==> src/rtl/booth_ctrl.sv <==
// Sequencing FSM for a radix-2 Booth multiplier datapath.
// Issues load/clear, add/sub and shift strobes for WIDTH iterations per start,
// then pulses done for one cycle. Holds no arithmetic.
// Optional feature: define BOOTH_CTRL_ABORT_EN to add an abort input that
// cancels a running sequence.
module booth_ctrl #(
  parameter int unsigned WIDTH = 4,
  parameter int unsigned CNT_W = $clog2(WIDTH + 1)
) (
  input  logic             clk,
  input  logic             rst,
  input  logic             start,
  input  logic [1:0]       q_pair,
`ifdef BOOTH_CTRL_ABORT_EN
  input  logic             abort,
`endif
  output logic             load_m,
  output logic             load_q,
  output logic             clr_a,
  output logic             add_m,
  output logic             sub_m,
  output logic             shift,
  output logic             busy,
  output logic             done,
  output logic [CNT_W-1:0] iter_cnt
);

  typedef enum logic [2:0] {
    StIdle  = 3'd0,
    StLoad  = 3'd1,
    StEval  = 3'd2,
    StShift = 3'd3,
    StDone  = 3'd4
  } state_e;

  state_e           state_q, state_d;
  logic [CNT_W-1:0] cnt_q, cnt_d;
  logic             abort_hit;

`ifdef BOOTH_CTRL_ABORT_EN
  assign abort_hit = abort;
`else
  assign abort_hit = 1'b0;
`endif

  // State and iteration counter registers.
  always_ff @(posedge clk or posedge rst) begin
    if (rst) begin
      state_q <= StIdle;
      cnt_q   <= '0;
    end else begin
      state_q <= state_d;
      cnt_q   <= cnt_d;
    end
  end

  // Next-state and counter update; unused encodings fall back to idle.
  always_comb begin
    state_d = state_q;
    cnt_d   = cnt_q;
    case (state_q)
      StIdle: begin
        cnt_d = '0;
        if (start) state_d = StLoad;
      end
      StLoad: begin
        cnt_d   = CNT_W'(WIDTH);
        state_d = StEval;
      end
      StEval: begin
        state_d = StShift;
      end
      StShift: begin
        cnt_d   = cnt_q - CNT_W'(1);
        state_d = (cnt_q == CNT_W'(1)) ? StDone : StEval;
      end
      StDone: begin
        cnt_d   = '0;
        state_d = StIdle;
      end
      default: begin
        cnt_d   = '0;
        state_d = StIdle;
      end
    endcase
    // Abort wins over every transition of an active sequence, including the last shift.
    if (abort_hit && (state_q == StLoad || state_q == StEval || state_q == StShift)) begin
      cnt_d   = '0;
      state_d = StIdle;
    end
  end

  // Output decode from the registered state; q_pair only matters in EVAL.
  always_comb begin
    load_m = 1'b0;
    load_q = 1'b0;
    clr_a  = 1'b0;
    add_m  = 1'b0;
    sub_m  = 1'b0;
    shift  = 1'b0;
    busy   = 1'b0;
    done   = 1'b0;
    case (state_q)
      StLoad: begin
        load_m = 1'b1;
        load_q = 1'b1;
        clr_a  = 1'b1;
        busy   = 1'b1;
      end
      StEval: begin
        busy  = 1'b1;
        add_m = (q_pair == 2'b01);
        sub_m = (q_pair == 2'b10);
      end
      StShift: begin
        shift = 1'b1;
        busy  = 1'b1;
      end
      StDone: begin
        done = 1'b1;
      end
      default: ;
    endcase
  end

  assign iter_cnt = cnt_q;

endmodule

==> config.mk <==
export PLATFORM = sky130hd
export DESIGN_NAME = booth_ctrl
export DESIGN_NICKNAME = d
export VERILOG_FILES = /design/src/rtl/booth_ctrl.sv
export SDC_FILE = /design/constraint.sdc
export NUM_CORES = 1
export LEC_CHECK = 0
export CAP_MARGIN = 20
export CORE_AREA = 10 10 47 49
export DETAILED_ROUTE_END_ITERATION = 6
export DIE_AREA = 0 0 57 59
export HOLD_SLACK_MARGIN = 0.05
export MAX_ROUTING_LAYER = met4
export RECOVER_POWER = 50
export SLEW_MARGIN = 20
export SYNTH_ARGS = -nofsm -noshare
export SYNTH_HDL_FRONTEND = slang
export SYNTH_SLANG_ARGS = --single-unit
export TNS_END_PERCENT = 50
==> constraint.sdc <==
create_clock -name clk -period 1.05 [get_ports clk]
set_input_delay 0.1575 -clock clk [delete_from_list [all_inputs] [get_ports clk]]
set_output_delay 0.1575 -clock clk [all_outputs]
set_load 0.01 [all_outputs]
==> results of run 1 <==
==> cell type report <==
class	count	area share, %
repair buffers	32	37.2
multi-input cells	24	33.9
flip-flops and latches	6	20.3
clock buffers	3	3.02
inverters	5	2.85
well taps	16	2.68
==> worst paths after layout <==
check                                               end  slack [ns]  depth (start not counted)                    start
worst max-delay path                               busy       -0.31                          4   state_q[1]$_DFFE_PP0P_
worst min-delay path            iter_cnt[1]$_DFFE_PP0N_        0.27                          2                      rst
worst max register to register   state_q[1]$_DFFE_PP0P_       -0.21                          6   state_q[0]$_DFFE_PP0P_
worst min register to register   state_q[2]$_DFFE_PP0P_        0.55                          2  iter_cnt[2]$_DFFE_PP0N_
max in group asynchronous        state_q[0]$_DFFE_PP0P_        0.56                          2                      rst
min in group clk                 state_q[0]$_DFFE_PP0P_        0.52                          3                    start
==> state kept, by name, indices dropped and copies added, names as in the netlist <==
| name | flops |
|---|---|
| iter_cnt | 3 |
| state_q | 3 |
==> placed cells by master, fill, tap and decap left out, drive strengths merged <==
cell type and count:
a21boi 1, nand2 2, nor3 2, nor2 7, dlygate4sd3 1, dfrtp 6
dlygate4sd2 1, clkdlybuf4s50 3, ha 2, clkbuf 4, inv 5, nand3 1
o31a 1, a211oi 1, nand2b 2, clkdlybuf4s15 2, buf 24, o22ai 1
nor4b 2, and2 1, xnor2 1
==> routing by layer <==
metal / up-vias / track usage (%)
li1: 189 / -
met1: 183 / 7.62
met2: 17 / 9.77
met3: 2 / 3.43
met4: 0 / 5.03
met5: - / -
==> stage by stage <==
step	worst slack (ns)	cells
after floorplan	-0.0238	38
after global placement	-0.570	78
after detailed placement	-0.578	78
after CTS	-0.317	86
after global routing	-0.362	86
final	-0.312	86
==> worst reg2reg max path: stages, from the launching register on <==
cell,delay (ns)
dfrtp_2,0.37
buf_6,0.13
buf_4,0.13
inv_4,0.04
buf_4,0.12
buf_4,0.12
o31a_1,0.26
==> report_power, final <==
| part | internal (uW) | switching [uW] | leakage (uW) |
|---|---|---|---|
| clock | 130 | 86.9 | 0.0000138 |
| sequential | 341 | 79.4 | 0.0000713 |
| combinational | 940 | 753 | 0.000271 |
| total | 1410 | 920 | 0.000356 |
==> repair_timing <==
| item | CTS | global route |
|---|---|---|
| hold buffers | 0 | 0 |
| cloned | 0 | 0 |
| pin swaps | 0 | 4 |
| endpoints found under the setup margin | 15 | 15 |
| gates resized for setup | 48 | 10 |
| buffers inserted | 5 | 0 |
==> cells by family (layout without fill, tap and decap cells) <==
| group | after synthesis | in the layout |
|---|---|---|
| AND/OR/NAND/NOR | 17 | 17 |
| buffers and inverters | 8 | 40 |
| flip-flops | 6 | 6 |
| AO/OA/AOI/OAI | 4 | 4 |
| adder cells (fa/ha/maj) | 2 | 2 |
| XOR/XNOR | 1 | 1 |
==> metrics.md, run 1 <==
| Metric | Value |
|---|---|
| Status | complete, but fails checks |
| Failing checks | setup timing |
| Clock sinks | 6 |
| Grt total ovfl | 0 |
| Clock Latency Late Sink | ~0.25 ns |
| Post-synth ARST share | 100% |
| Max incr delay on CP | 0.39 ns |
| RSZ-0062 raised after global routing | true |
| Worst Path Buf+Inv | 2 |
| Initial Util | 26.9% |
| Area fraction of the dominant cell type after synthesis | 39.9% |
| Die W | 57 um |
| Main combinational cell family by area after synthesis | simple AND/OR/NAND/NOR gates |
| Syn Inst Count | 38 |
| Register Area | 151 um^2 |
| Mapped Nets | 45 |
| Vias per cell | 4.55 |
| Worst Hold Margin | 0.267 ns |
| DRC | 0 |
| DP HPWL | 764 um |
| CP Data Required Time | 0.89 ns |
| Gpl congestion | 0.823 |
| Slew @ Worst Pin | between 0.2 and 0.3 ns |
| H-tree depth | 1 |
| First-pass GRT wire length | 1760 um |
| Post-route design area | 746 um^2 |
| Detailed router's first-iteration violation count | 2 |
| Synth Area in Compound Gates | 7.97% |
| Worst-path maximum fanout | 2 |
| Core area | 0.00140 mm^2 |
| Fmax | 0.734 GHz |
| Layout cells sized above 1 | 65.7% |
| Final wirelength | 1070 um |
| Filler Cell Count | 141 |
| Root Buffer | clkbuf_4 |
| Arr. time, crit path | 1.20 ns |
| Number of routed nets with antenna violations | 0 |
| Die H | 59 um |
| M1 wire length | 464 um |
| Post-synthesis mux area share | 0% |
| Syn Std Cell Area | 377 um^2 |
| Adder-cell share of the synthesized area | 6.64% |
| Synth-to-layout area growth | 98.0% |
| Max VDD drop | around 1.3 mV |
| Die area | 0.00336 mm^2 |
| XOR/XNOR Fraction of Synth Area | under 10% |
| Pwr dens | 3120 mW/mm^2 |
| Max-slew violations | 0 |
| Final clock skew | 0.0111 ns |
| Final period utilization | 130% |
| Buffers added on ports | 15 |
| Area contributors post-synth | dfrtp_1 (40%), ha_1 (6.6%), nor4b_4 (6.3%) |
| Gr usage total | 7.02% |
| Synth top cells by count | dfrtp_1 (6), nor2_1 (6), inv_1 (5) |
| Initial antenna violation count | 0 |
| Post-synthesis sequential area ratio | 39.9% |
| Largest net degree at the start of global routing | 7 |
| Setup violators final | 12 |
| Setup TNS | -2.75 ns |
| Post-synth EDFFs | 0 |
| Startpoint class of the critical path | flip-flop |
| Core Rows | 14 |
| ANT cells | 0 |
| Crit path max-delay family | buffers and inverters |
| Drt wl/cell | 12.5 um |
| Worst hold path class | in2async |
| Slew headroom | 83.2% |
| Top routing layer in use | met4 |
| Footprint of the multi-input gates | 253 um^2 |
| Yosys cell types | 19 |
| IO Pins | 16 |
| Top_reg_cell synth | dfrtp_1 |
| Synth area leader | dfrtp_1 |
| Met3 WL post-DR | 117 um |
| Ordered cell list for the critical path | nor2_1 > buf_4 > nor2_4 > dlygate4sd2_1 |
| Slowest library cell on the worst path | dfrtp_1 |
| Yosys reg bits | 6 |
| Crit. End Element | output pin |
| Mean post-synth cell area | between 9 and 10 um^2 |
| Core Util, Final | approximately 53% |
| Tmin final | 1.36 ns |
| CTS tree | done |
| Pre-antenna DRT Iters | 3 |
| Vias in the first global route | 409 |
| # Max-Cap Violations | 0 |
| CTS Buffer Depth | 2 |
| Fin nets | 79 |
| Setup ws final | -0.312 ns |
| Warning count from the yosys run | 0 |
| Leakage | approximately 0.00036 uW |
| Clock-pin slew on the worst setup and hold paths | 0.05 ns |
| Setup CP Type | reg2out |
| Vias | 391 |
| Total CTS buffers | 3 |
| Post-DP Area | 638 um^2 |
| Hold Vio Cnt, Final | 0 |
| Power Total | 2330 uW |
| Simple-gate share of the synthesized area | 32.2% |
| Met2 wire len | ~490 um |
Power figures use the tool's default switching activity.
==> inputs of run 2 (changes only) <==
--- a/config.mk
+++ b/config.mk
@@ -5,6 +5,7 @@
 export SDC_FILE = /design/constraint.sdc
 export NUM_CORES = 1
 export LEC_CHECK = 0
+export ABC_CLOCK_PERIOD_IN_PS = 1050
 export CAP_MARGIN = 20
 export CORE_AREA = 10 10 47 49
 export DETAILED_ROUTE_END_ITERATION = 6
==> results of run 2 <==
Final layout, timing and power as in run 1 (identical DEF).
